[config.mk]
export PLATFORM = sky130hd
export DESIGN_NAME = voice_allocator
export DESIGN_NICKNAME = d
export VERILOG_FILES = /design/src/rtl/voice_allocator.sv
export SDC_FILE = /design/constraint.sdc
export NUM_CORES = 1
export LEC_CHECK = 0
export ABC_AREA = 1
export CAP_MARGIN = 20
export CORE_ASPECT_RATIO = 1.4
export CORE_UTILIZATION = 51
export DETAILED_ROUTE_END_ITERATION = 8
export PLACE_DENSITY = 0.8
export SETUP_SLACK_MARGIN = 0.3
export SYNTH_ARGS = -nofsm -noshare
export SYNTH_HDL_FRONTEND = slang
export SYNTH_SLANG_ARGS = --single-unit
[constraint.sdc]
create_clock -name clk -period 2.01 [get_ports clk]
set_input_delay 0.201 -clock clk [delete_from_list [all_inputs] [get_ports clk]]
set_output_delay 0.201 -clock clk [all_outputs]
set_load 0.02 [all_outputs]
[src/rtl/voice_allocator.sv]
// Four-voice note allocator: each command takes three cycles (latch, select a target voice, apply).
// Voice choice on note-on is retrigger, then a free voice, then steal the oldest (age 3).

module voice_slot #(
    parameter logic [1:0] RST_AGE = 2'd0
) (
    input  logic        clk,
    input  logic        reset,
    input  logic        wr,
    input  logic        age_inc,
    input  logic        gate_clr,
    input  logic [19:0] freq_in,
    input  logic [1:0]  wave_in,
    input  logic [6:0]  note_in,
    output logic [19:0] freq,
    output logic [1:0]  ctrl,
    output logic [6:0]  note,
    output logic        gate,
    output logic [1:0]  age,
    output logic        phase_rst
);
    always_ff @(posedge clk) begin
        if (reset) begin
            freq      <= '0;
            ctrl      <= '0;
            note      <= '0;
            gate      <= 1'b0;
            age       <= RST_AGE;
            phase_rst <= 1'b0;
        end else begin
            phase_rst <= wr;
            if (wr) begin
                freq <= freq_in;
                ctrl <= wave_in;
                note <= note_in;
                gate <= 1'b1;
                age  <= 2'd0;
            end else begin
                if (gate_clr) gate <= 1'b0;
                if (age_inc)  age  <= age + 2'd1;
            end
        end
    end
endmodule

module voice_allocator #(
    parameter int NUM_VOICES = 4   // only 4 is supported: indices and ages are 2 bits
) (
    input  logic                       clk,
    input  logic                       reset,
    input  logic                       cmd_valid,
    output logic                       cmd_ready,
    input  logic [1:0]                 cmd_type,
    input  logic [6:0]                 cmd_note,
    input  logic [19:0]                cmd_freq,
    input  logic [1:0]                 cmd_wave,
    output logic [NUM_VOICES*20-1:0]   voice_freq,
    output logic [NUM_VOICES*2-1:0]    voice_ctrl,
    output logic [NUM_VOICES-1:0]      voice_gate,
    output logic [NUM_VOICES-1:0]      voice_reset,
    output logic                       stolen,
    output logic                       miss
);
    localparam logic [1:0] ST_IDLE  = 2'd0;
    localparam logic [1:0] ST_SCAN  = 2'd1;
    localparam logic [1:0] ST_APPLY = 2'd2;

    localparam logic [1:0] CMD_ON  = 2'b00;
    localparam logic [1:0] CMD_OFF = 2'b01;
    localparam logic [1:0] CMD_ALL = 2'b10;

    logic [1:0]  state;
    logic [1:0]  type_q, wave_q;
    logic [6:0]  note_q;
    logic [19:0] freq_q;
    logic [1:0]  tgt_q;
    logic        hit_q, steal_q;

    logic [NUM_VOICES-1:0][6:0] vnote;
    logic [NUM_VOICES-1:0][1:0] age;
    logic [NUM_VOICES-1:0]      wr, age_inc, gate_clr;

    logic       m_hit, f_hit;
    logic [1:0] m_idx, f_idx, o_idx;

    assign cmd_ready = (state == ST_IDLE);

    // Descending loop so the lowest matching index wins.
    always_comb begin
        m_hit = 1'b0;
        m_idx = '0;
        f_hit = 1'b0;
        f_idx = '0;
        o_idx = '0;
        for (int v = NUM_VOICES - 1; v >= 0; v--) begin
            if (voice_gate[v] && vnote[v] == note_q) begin
                m_hit = 1'b1;
                m_idx = 2'(v);
            end
            if (!voice_gate[v]) begin
                f_hit = 1'b1;
                f_idx = 2'(v);
            end
            if (age[v] == 2'(NUM_VOICES - 1)) o_idx = 2'(v);
        end
    end

    always_ff @(posedge clk) begin
        if (reset) begin
            state   <= ST_IDLE;
            type_q  <= '0;
            note_q  <= '0;
            freq_q  <= '0;
            wave_q  <= '0;
            tgt_q   <= '0;
            hit_q   <= 1'b0;
            steal_q <= 1'b0;
        end else begin
            case (state)
                ST_IDLE: if (cmd_valid) begin
                    type_q <= cmd_type;
                    note_q <= cmd_note;
                    freq_q <= cmd_freq;
                    wave_q <= cmd_wave;
                    state  <= ST_SCAN;
                end
                ST_SCAN: begin
                    tgt_q   <= m_hit ? m_idx : (f_hit ? f_idx : o_idx);
                    hit_q   <= m_hit;
                    steal_q <= !m_hit && !f_hit;
                    state   <= ST_APPLY;
                end
                default: state <= ST_IDLE;
            endcase
        end
    end

    logic is_on, is_off, is_all;
    assign is_on  = (state == ST_APPLY) && (type_q == CMD_ON);
    assign is_off = (state == ST_APPLY) && (type_q == CMD_OFF);
    assign is_all = (state == ST_APPLY) && (type_q == CMD_ALL);

    always_ff @(posedge clk) begin
        if (reset) begin
            stolen <= 1'b0;
            miss   <= 1'b0;
        end else begin
            stolen <= is_on && steal_q;
            miss   <= is_off && !hit_q;
        end
    end

    genvar v;
    generate
        for (v = 0; v < NUM_VOICES; v++) begin : g_voice
            // Everything newer than the target ages by one; the target becomes newest.
            assign wr[v]       = is_on && (tgt_q == 2'(v));
            assign age_inc[v]  = is_on && (age[v] < age[tgt_q]);
            assign gate_clr[v] = is_all || (is_off && hit_q && (tgt_q == 2'(v)));

            voice_slot #(.RST_AGE(2'(NUM_VOICES - 1 - v))) u_slot (
                .clk       (clk),
                .reset     (reset),
                .wr        (wr[v]),
                .age_inc   (age_inc[v]),
                .gate_clr  (gate_clr[v]),
                .freq_in   (freq_q),
                .wave_in   (wave_q),
                .note_in   (note_q),
                .freq      (voice_freq[20*v +: 20]),
                .ctrl      (voice_ctrl[2*v +: 2]),
                .note      (vnote[v]),
                .gate      (voice_gate[v]),
                .age       (age[v]),
                .phase_rst (voice_reset[v])
            );
        end
    endgenerate
endmodule
* Yosys cells after proc, flatten, opt, wreduce, memory -nomap -nowiden *
Index checks and enable logic that the tools add are counted.
Widths: inputs -> output; s select.

cells by class
  $add $sub $neg = 4
  $lt $le $gt $ge = 5
  eq/ne operators = 16
  multiplexer cells = 40
  reduce and logical (&&, ||, !) cells = 44

operators by type and width
  cell                 number
  $mux 2               20
  $eq 7x7->1           4
  $logic_and 1x1->1    23
  $mux 1               18
  $eq 2x2->1 const B   8
  $reduce_bool 2->1    7
  $add 2x1->2 const B  4
  $lt 2x2->1           4
  $eq 2x1->1 const B   3
  $logic_not 2->1      3
  $reduce_or 2->1      3
  $bmux 2 s2           1
  $logic_or 1x1->1     4
  $pmux 2 s2           1
  $logic_not 1->1      3
  $lt 2x3->1 const B   1
  $ne 2x2->1 const B   1
  $reduce_and 2->1     1

storage, ports and cells
  register bits = 171
  input port bits = 34
  output and inout port bits = 99

* Longest topological paths before layout *
Gate-level depths: netlist (run 1).

  word-level depth = 8
  gate-level depth with buffers = 11
  mapped depth without buffers = 11

* Modules after synthesis *
A second synthesis (run 1) with hierarchy kept.

second synthesis, totals
  cell total of the unflattened synthesis = 912
  area total of the unflattened synthesis = 7,677.4 µm²

by module, submodules not included
  module                          times used  cells an instance  area an instance (µm²)  seq. area each (µm²)
  voice_allocator                 1           344                2,177.1                 780.7
  voice_slot (g_voice[2].u_slot)  1           142                1,436.4                 660.6
  voice_slot (g_voice[1].u_slot)  1           141                1,431.4                 660.6
  voice_slot (g_voice[3].u_slot)  1           140                1,430.1                 660.6
  voice_slot (g_voice[0].u_slot)  1           145                1,202.4                 660.6

* Least setup slack after synthesis (run 1) *
Ideal clock, no wire load.

  path kind = register -> register
  start = register tgt_q[0]
  end = register g_voice[2].u_slot.age[0]
  library setup time = 0.121 ns
  arrival time = 1.543 ns
  setup slack = 0.346 ns
  cell stages (with the launch flop) = 11
  clock period less this slack = 1.664 ns
  path through = dfxtp_1 > nand2_1 > inv_1 > nand2_1 > nand2_1 > a221oi_1 > ha_1 > nand2_1 > nand2_1 > nand3_1 > nand3_1

on the way
  cells in the longest elaborated chain, start to end = 5

ends and longest elaborated chain
  what                          RTL line  RTL
  start, declared               76        logic [1:0] tgt_q;
  start signal, assigned        128       tgt_q <= m_hit ? m_idx : (f_hit ? f_idx : o_idx);
  $bmux 2 s2                    158       assign age_inc[v] = is_on && (age[v] < age[tgt_q]);
  $mux 2 (not written as such)  158
  $lt 2x2->1                    158
  $logic_and 1x1->1             158
  $reduce_bool 2->1 (no line)   -
  end signal, assigned          40        if (age_inc) age <= age + 2'd1;
  end, declared                 19        output logic [1:0] age,

Several ways; a longest one is shown, not always the timed one. The select of a mux whose other input is x is not followed.
A chain may end at the register's enable or synchronous reset.

* Final worst setup path (run 1) *
  start = register tgt_q[1]
  end = register g_voice[2].u_slot.age[0]

The elaborated chain is that of the path after synthesis.

==> impl_results.md, run 1 <==
- Drt first-iter violations: 361
- Final worst setup slack: 0.3377 ns
- Die H: 135.8 um
- Post-synth top cells: nand2_1 (206), dfxtp_1 (171), inv_1 (80), a21oi_1 (72), o21ai_0 (62)
- Mapped Nets: 875
- TritonCTS Buffers: 17
- TNS Setup: 0 ns
- Chip width: 97.56 um
- First-pass GRT wire length: 28280 um
- Tmin final: 1.672 ns
- RR Startpoint: tgt_q[1]
- Most common cell in the synthesized netlist: nand2_1
- Post-Syn Instances: 833
- Cell Area, Synth: 6520 um^2
- DP Area: 7946 um^2
- CTS max path bufs: 2
- DRT Wirelength: 18040 um
- Largest net degree at the start of global routing: 36
- DRC Markers: 0
- Initial Util: 52.70%
- Min-Delay Startpoint: cmd_freq[8]
- Vias in the first global route: 5938
- Setup violations, final: 0
- GRT overflow: 0
- Ant diodes: 0
- Core Region: 12370 um^2
- Async set-reset flop share out of synthesis: 0%
- Setup Slack @ Placement: 0.2325 ns
- Cell taking the most area after synthesis: dfxtp_1
- CP endpoint kind: flip-flop
- Vias: 6007
- Crit path launch type: flip-flop
- Layout Nets: 1001
- Slowest stage delay, CP: 0.37 ns
- Final hold vios: 0
- Placed cells: 1088
- Critical path class: flip-flop to flip-flop
- Non-filler cells, final: 1122
- Main synth FF type: dfxtp_1
- Clock root cell: clkbuf_16
- Initial antenna violation count: 0
- Routed WL per cell: 16.08 um
- Post-synth EDFFs: 0
- Final ANT Viol Nets: 0
- Fillers: 962
- Hold crit path type: input pin to flip-flop
- Final core utilization: 69.51%
- Crit path buf inv count: 2
- Crit path from: tgt_q[1]
- I/O Buffers: 132
- Slew Limit Fails: 0
- Top cell type's share of synthesized area: 52.50%
- Post-DR vias/cell: 5.354
- Synth unique cells: 30
- Area growth syn-to-layout: 31.89%
- CP delay by family, top: simple AND/OR/NAND/NOR gates
- Clk Latency, worst-skew pair: 0.43 ns
- Pwr dens: 853.8 nW/um^2
- Detailed Routing Iterations Pass 1: 5
- Max Fanout on Critical Path: 5
- Fin crit share: 83.20%
- Seq/Total Area, Yosys: 52.50%
- Row count: 48
- Htree depth: 4
- Crit-path most repeated cell: nand2_1
- Synth Register Bits: 171
- Slew margin rel.: 70.68%
- CTS Hold Buffers Added: 0
- Placer Congestion: 0.8686
- CP arrival: 1.97 ns
- GRT Overall Usage: 27.19%
- Peak supply drop: 0.0005794 V
- Clock transition at the registers of the reported paths: 0.07 ns
- HPWL after detailed placement: 12090 um
- Tightest Pin Transition: 0.4351 ns
- Leak: 3.302 nW
- Status: complete, no violations
- Die Area: 13250 um^2
- Area contributors post-synth: dfxtp_1 (53%), nand2_1 (12%), a21oi_1 (5.5%), o21ai_0 (4.8%), inv_1 (4.6%)
- Mean post-synth cell area: 7.827 um^2
- RSZ-0062 raised after global routing: true
- Skew final: 0.008996 ns
- CTS tree: done
- # IOs: 133
- Cell Chain, Critical Path: nand2_2 -> inv_1 -> nand2_1 -> nand2_1 -> a221oi_2 -> buf_4 -> ha_1 -> nand2_1 -> nand2_1 -> nand3_1 -> nand3_1
- Max Clock Freq: 598.0 MHz
- CTS sink count: 171
- Post-route cell area: 8600 um^2
- Fraction of layout cells with a size suffix above 1: 8.642%
- CP max stage cell: dfxtp_4
- Ys Warns: 0
- CP Data Required Time: 2.30 ns
- Total of max-cap violations: 0
==> metrics by stage <==
step	total power, mW	hold WS [ns]
6_report	7.342	0.4020
3_3_place_gp	4.142	0.4235
2_1_floorplan	3.932	0.3609
4_1_cts	7.322	0.3940
5_1_grt	7.560	0.4199
3_5_place_dp	4.152	0.4279
==> repair_timing <==
| action | 4_1_cts | 5_1_grt |
|---|---|---|
| pin swaps | 1 | 1 |
| endpoints found under the setup margin | 9 | 89 |
| buffers inserted | 1 | 1 |
| gates resized for setup | 3 | 24 |
==> worst reg2reg max path, cell delays in order, from the launching register on <==
cell      delay [ns]
dfxtp_4         0.37
nand2_2         0.09
inv_1           0.05
nand2_1         0.08
nand2_1         0.07
a221oi_2        0.16
buf_4           0.17
ha_1            0.22
nand2_1         0.10
nand2_1         0.07
nand3_1         0.07
nand3_1         0.08
==> flip-flops by register name (all words and copies together) (netlist names), 4 cells and up <==
register	flops
g_voice.u_slot.phase_rst	4
g_voice.u_slot.note	28
note_q	7
g_voice.u_slot.age	8
g_voice.u_slot.ctrl	8
g_voice.u_slot.gate	4
freq_q	20
g_voice.u_slot.freq	80
==> layer usage <==
layer / up-vias / track usage [%] / share of wire [%]
li1: 2969 / - / -
met1: 2758 / 29.49 / 39
met2: 222 / 48.37 / 50
met3: 58 / 6.811 / 6.8
met4: 0 / 14.95 / 4.0
met5: - / 0 / 0
==> cells by family after synthesis <==
family / share of synthesized area [%]
buf+inv: 9.269
simple gates: 19.34
flops: 52.50
fa+ha+maj: 1.535
compound gates: 16.81
xor+xnor: 0.5373
==> where the power goes <==
| group | switching (mW) | internal, mW | leakage, nW | total, mW |
|---|---|---|---|---|
| clock | 1.49 | 1.76 | 0.277 | 3.24 |
| combinational | 0.362 | 0.208 | 1.64 | 0.570 |
| sequential | 0.0644 | 3.46 | 1.39 | 3.53 |
| total | 1.92 | 5.43 | 3.30 | 7.34 |
==> cell usage in the layout, fill, tap and decap left out, types with 5 or more instances in the layout <==
cell type,instances
nand2_1,202
dfxtp_1,167
clkdlybuf4s50_1,129
inv_1,79
a21oi_1,72
o21ai_0,61
o21ai_1,55
nand3_1,41
nor2_1,30
buf_4,18
o22ai_1,17
clkbuf_16,17
nand4_1,9
ha_1,8
inv_2,6
nor2_2,5
==> layout make-up <==
| type | instances | area, um^2 | area share [%] |
|---|---|---|---|
| flip-flops and latches | 171 | 3431 | 39.90 |
| repair buffers | 154 | 1523 | 17.71 |
| clock buffers | 17 | 425.4 | 4.947 |
| clock inverters | 15 | 157.7 | 1.833 |
| inverters | 90 | 350.3 | 4.074 |
| multi-input cells | 525 | 2525 | 29.36 |
| well taps | 150 | 187.7 | 2.182 |
==> path summary, 6_finish.rpt <==
path | end | slack (ns) | cells past startpoint
max | g_voice[2].u_slot.age[0] | 0.34 | 11
min | freq_q[8] | 0.40 | 3
max reg2reg | g_voice[2].u_slot.age[0] | 0.34 | 11
min reg2reg | miss | 0.43 | 1
Power figures use the tool's default switching activity.
==> run 2: changes to the inputs <==
CORE_UTILIZATION = 46   (was 51)
PLACE_DENSITY = 0.77   (was 0.8)
clock period = 1.5 ns   (was 2.01 ns; I/O delays follow)
==> impl_results.md, run 2 (same netlist as run 1, synthesis figures left out) <==
- Status: finished with violations
- Failing checks: setup timing
- Peak supply drop: 0.0008507 V
- Final worst setup slack: -0.4803 ns
- # IOs: 133
- Min-Delay Startpoint: cmd_note[6]
- Max Clock Freq: 505.0 MHz
- CTS tree: done
- Hold crit path type: input pin to flip-flop
- Max reg flops: 80
- DRC Markers: 0
- CP Data Required Time: 1.75 ns
- Clock transition at the registers of the reported paths: 0.09 ns
- GRT overflow: 0
- First-pass GRT wire length: 39300 um
- I/O Buffers: 132
- Slew Limit Fails: 0
- Initial Util: 47.09%
- Post-DR vias/cell: 6.564
- Clk Latency, worst-skew pair: 0.44 ns
- CP delay by family, top: simple AND/OR/NAND/NOR gates
- Top reg by flops: g_voice.u_slot.freq
- Final ANT Viol Nets: 0
- Tmin final: 1.980 ns
- Die H: 142.9 um
- Critical path class: flip-flop to flip-flop
- Multi-input gate area: 4088 um^2
- Switch share: 31.31%
- Detailed Routing Iterations Pass 1: 7
- Vias in the first global route: 7166
- Pint: 7.773 mW
- Comb pwr share: 16.4%
- RR Startpoint: tgt_q[1]
- Vias: 8330
- Crit-path most repeated cell: nand2_1
- DP Area: 8322 um^2
- Most frequent cells in the layout: dfxtp_1 (140), nand2_1 (94), buf_2 (83)
- Final hold vios: 0
- HPWL after detailed placement: 12610 um
- Core Region: 13850 um^2
- Skew final: 0.01667 ns
- Fin crit share: 132.0%
- Crit path buf inv count: 1
- Htree depth: 4
- Drt first-iter violations: 842
- Final core utilization: 83.68%
- Total of max-cap violations: 0
- Pwr dens: 976.6 nW/um^2
- DRT Wirelength: 39100 um
- Fillers: 648
- Initial antenna violation count: 3
- Routed WL per cell: 30.81 um
- Crit path from: tgt_q[1]
- Slew margin rel.: 56.82%
- Largest net degree at the start of global routing: 42
- Clock root cell: clkbuf_16
- Max Fanout on Critical Path: 27
- Row count: 51
- CTS max path bufs: 2
- Tightest Pin Transition: 0.6453 ns
- CTS Hold Buffers Added: 0
- Placer Congestion: 0.8798
- Clk pwr share: 41.4%
- Storage cell area: 3482 um^2
- Most common cell after layout, fill and taps aside: dfxtp_1
- CP endpoint kind: flip-flop
- Slowest stage delay, CP: 0.38 ns
- Chip width: 102.6 um
- Psw: 3.543 mW
- TritonCTS Buffers: 17
- Post-route cell area: 11590 um^2
- CP max stage cell: dfxtp_4
- Leak: 4.821 nW
- Cell Chain, Critical Path: nor2_4 -> buf_8 -> nand2_1 -> nand4_1 -> nand2_1 -> nand2_1 -> nand2_2 -> nand3_2 -> nand3_2
- Crit path launch type: flip-flop
- Biggest regs: g_voice.u_slot.freq: 80 flops, g_voice.u_slot.note: 28 flops, freq_q: 20 flops
- CP arrival: 2.23 ns
- Fraction of layout cells with a size suffix above 1: 58.13%
- Layout Nets: 1111
- GRT Overall Usage: 37.00%
- Setup violations, final: 135
- Area growth syn-to-layout: 77.72%
- RSZ-0062 raised after global routing: true
- Die Area: 14660 um^2
- Register share of total power: 42.2%
- CTS sink count: 171
## run 2: per-stage QoR
step / setup WS [ns] / hold slack [ns] / cells / TNS, ns / power (mW)
2_1_floorplan: 0.04356 / 0.3099 / 833 / 0 / 5.302
3_3_place_gp: -0.05059 / 0.4165 / 1149 / -1.177 / 5.647
3_5_place_dp: -0.1211 / 0.4312 / 1149 / -2.760 / 5.665
4_1_cts: -0.1122 / 0.3435 / 1229 / -1.673 / 10.30
5_1_grt: -0.4431 / 0.3363 / 1268 / -26.10 / 11.48
6_report: -0.4803 / 0.3356 / 1269 / -23.93 / 11.32
## run 2: cell type report
| cell class | instances | area share (%) |
|---|---|---|
| Multi-Input combinational cell | 526 | 35.28 |
| Timing Repair inverter | 9 | 1.069 |
| Clock buffer | 18 | 3.704 |
| Sequential cell | 171 | 30.05 |
| Timing Repair Buffer | 254 | 22.74 |
| Clock inverter | 14 | 1.512 |
| Antenna cell | 2 | 0.04319 |
| Inverter | 90 | 3.607 |
| Tap cell | 185 | 1.998 |
## run 2: worst register-to-register path, stage by stage (launching register included)
cell,delay (ns)
dfxtp_4,0.38
nor2_4,0.17
buf_8,0.30
nand2_1,0.12
nand4_1,0.20
nand2_1,0.11
nand2_1,0.13
nand2_2,0.09
nand3_2,0.10
nand3_2,0.20
## run 2: worst paths after layout
| check | end | cells past startpoint | slack, ns |
|---|---|---|---|
| max reg2reg | g_voice[1].u_slot.age[1] | 9 | -0.48 |
| min | note_q[6] | 3 | 0.34 |
| max | g_voice[1].u_slot.age[1] | 9 | -0.48 |
| min reg2reg | miss | 1 | 0.45 |
## run 2: routing by layer
layer | track usage (%) | vias to the layer above | wire, um
li1 | - | 3203 | -
met1 | 39.16 | 3855 | 11590
met2 | 61.96 | 840 | 16700
met3 | 7.342 | 426 | 5428
met4 | 31.43 | 6 | 5251
met5 | 0 | - | 123
## run 2: power by group through the flow
stage / clock network (mW) / registers [mW] / logic [mW]
global placement: 0 / 4.82 / 0.826
detailed placement: 0 / 4.82 / 0.842
finish: 4.69 / 4.77 / 1.86
floorplan: 0 / 4.82 / 0.482
CTS: 4.45 / 4.73 / 1.13
global route: 4.81 / 4.77 / 1.90
## run 2: repair_timing
item	4_1_cts	5_1_grt
setup buffers	30	19
gates resized for setup	550	425
endpoints found under the setup margin	235	229
gates cloned	18	19
pin swaps	49	67
==> run 3: changes to the inputs <==
CORE_UTILIZATION = 48   (was 46)
CTS_BUF_LIST = sky130_fd_sc_hd__clkbuf_4   (was unset)
GPL_TIMING_DRIVEN = 0   (was unset)
PLACE_DENSITY = 0.79   (was 0.77)
TNS_END_PERCENT = 5   (was unset)
==> impl_results.md, run 3 (same netlist as run 1, synthesis figures left out) <==
- CP endpoint kind: flip-flop
- Clock root cell: clkbuf_4
- Crit path launch type: flip-flop
- Tmin final: 1.629 ns
- Status: finished with violations
- HPWL after detailed placement: 13250 um
- Fraction of layout cells with a size suffix above 1: 35.43%
- Most common cell after layout, fill and taps aside: nand2_1
- Design Power: 8.186 mW
- Fillers: 1023
- Pwr dens: 887.8 nW/um^2
- Largest net degree at the start of global routing: 18
- Placer Congestion: 0.8845
- Max Clock Freq: 614.0 MHz
- Multi-input gate area: 2724 um^2
- First-pass GRT wire length: 31370 um
- CTS max path bufs: 2
- Max Fanout on Critical Path: 5
- GRT Overall Usage: 28.90%
- Initial Util: 48.93%
- Die Area: 14060 um^2
- Clk pwr share: 30.7%
- Chip width: 100.5 um
- Pint: 5.748 mW
- Die H: 139.9 um
- DRC Markers: 0
- CP Data Required Time: 1.96 ns
- Area growth syn-to-layout: 41.41%
- CP arrival: 2.09 ns
- Comb pwr share: 11.4%
- Fin crit share: 108.6%
- Register share of total power: 58.0%
- Clk Latency, worst-skew pair: 0.57 ns
- Peak supply drop: 0.0005877 V
- # IOs: 133
- Crit-path most repeated cell: nand2_2
- CP max stage cell: dfxtp_4
- TritonCTS Buffers: 17
- RSZ-0062 raised after global routing: true
- Failing checks: setup timing
- Skew final: 0.02399 ns
- Vias: 6425
- I/O Buffers: 131
- Final worst setup slack: -0.1287 ns
- Drt first-iter violations: 378
- Vias in the first global route: 6358
- Final ANT Viol Nets: 0
- Cell Chain, Critical Path: nand2_4 -> inv_2 -> nand2_2 -> nand2_2 -> a221oi_4 -> ha_1 -> nand2_2 -> nand2_2 -> nand3_2 -> nand3_1
- TNS Setup: -1.634 ns
- CTS sink count: 171
- Final core utilization: 69.19%
- Layout Nets: 1048
- Detailed Routing Iterations Pass 1: 5
- Switch share: 29.78%
- GRT overflow: 0
- Storage cell area: 3566 um^2
- Row count: 50
- Tightest Pin Transition: 0.5864 ns
- Clock transition at the registers of the reported paths: 0.15 ns
- Slew margin rel.: 60.91%
- Leak: 3.778 nW
- Slew Limit Fails: 0
- Htree depth: 4
- Final Hold Slack: 0.1518 ns
- Post-DR vias/cell: 5.345
- Initial antenna violation count: 1
- Final hold vios: 0
- Setup Slack @ Placement: -0.2944 ns
- Most frequent cells in the layout: nand2_1 (188), buf_6 (105), dfxtp_2 (96)
- Slowest stage delay, CP: 0.42 ns
- Psw: 2.438 mW
- Biggest regs: g_voice.u_slot.freq: 80 flops, g_voice.u_slot.note: 28 flops, freq_q: 20 flops
- Core Region: 13330 um^2
- Routed WL per cell: 16.87 um
- CTS tree: done
- Hold crit path type: input pin to flip-flop
- Max reg flops: 80
- Setup violations, final: 40
- Total of max-cap violations: 0
- Critical path class: flip-flop to flip-flop
- DRT Wirelength: 20270 um
- Top reg by flops: g_voice.u_slot.freq
[run 3: changes by cell type in the layout (fill, tap and decap cells not counted), sizes merged, moves of 2 or more]
cell,change
dlygate4sd3,+2
clkinvlp,+3
buf,-51
clkinv,-7
clkdlybuf4s15,-4
inv,-4
[run 3: per-layer routing]
metal / share of wire [%] / GRT usage (%) / routed length (um)
met5: 0 / 0 / 0
met4: 6.1 / 18.76 / 1230
met3: 7.4 / 7.086 / 1497
met2: 50 / 49.39 / 10220
met1: 36 / 31.49 / 7328
[run 3: power groups by stage]
stage / registers (mW) / clock network [mW] / logic, mW
after CTS: 4.74 / 2.52 / 0.856
after global placement: 4.83 / 0 / 0.747
after global routing: 4.76 / 2.73 / 1.01
after detailed placement: 4.83 / 0 / 0.758
final: 4.74 / 2.51 / 0.929
after floorplan: 4.82 / 0 / 0.462
[run 3: per-stage QoR]
stage | cells | instance area, um^2
floorplan | 833 | 6568
global placement | 1146 | 8107
detailed placement | 1146 | 8107
CTS | 1195 | 8987
global route | 1202 | 9220
finish | 1202 | 9220
[run 3: worst paths after layout]
kind	slack, ns	depth (start not counted)	to	start
setup / recovery	-0.13	10	g_voice[1].u_slot.age[1]	tgt_q[1]
hold / removal	0.15	6	g_voice[2].u_slot.freq[1]	reset
setup reg to reg	-0.13	10	g_voice[1].u_slot.age[1]	tgt_q[1]
hold reg to reg	0.47	2	stolen	steal_q
[run 3: cell type report]
type,instances,share of cell area [%]
inverters,90,3.935
clock inverters,14,1.425
plain buffers,47,4.614
well taps,182,2.470
diodes,1,0.02714
clock buffers,18,1.466
flip-flops and latches,171,38.68
multi-input cells,525,29.54
repair buffers,154,17.85
[run 3: what timing repair did]
action                                  in CTS  in global routing
buffers inserted                            14                  4
cloned                                       1                  2
hold buffers                                 2                  0
resized for setup                          752                 61
endpoints found under the setup margin     267                266
hold endpoints to repair                     1                  0
pin swaps                                   17                 12
[run 3: critical path: cells and delay by family (launching register included)]
family	cells	cell delay [ns]
compound gates	1	0.26
fa+ha+maj	1	0.31
buf+inv	1	0.04
flops	1	0.42
simple gates	7	0.51
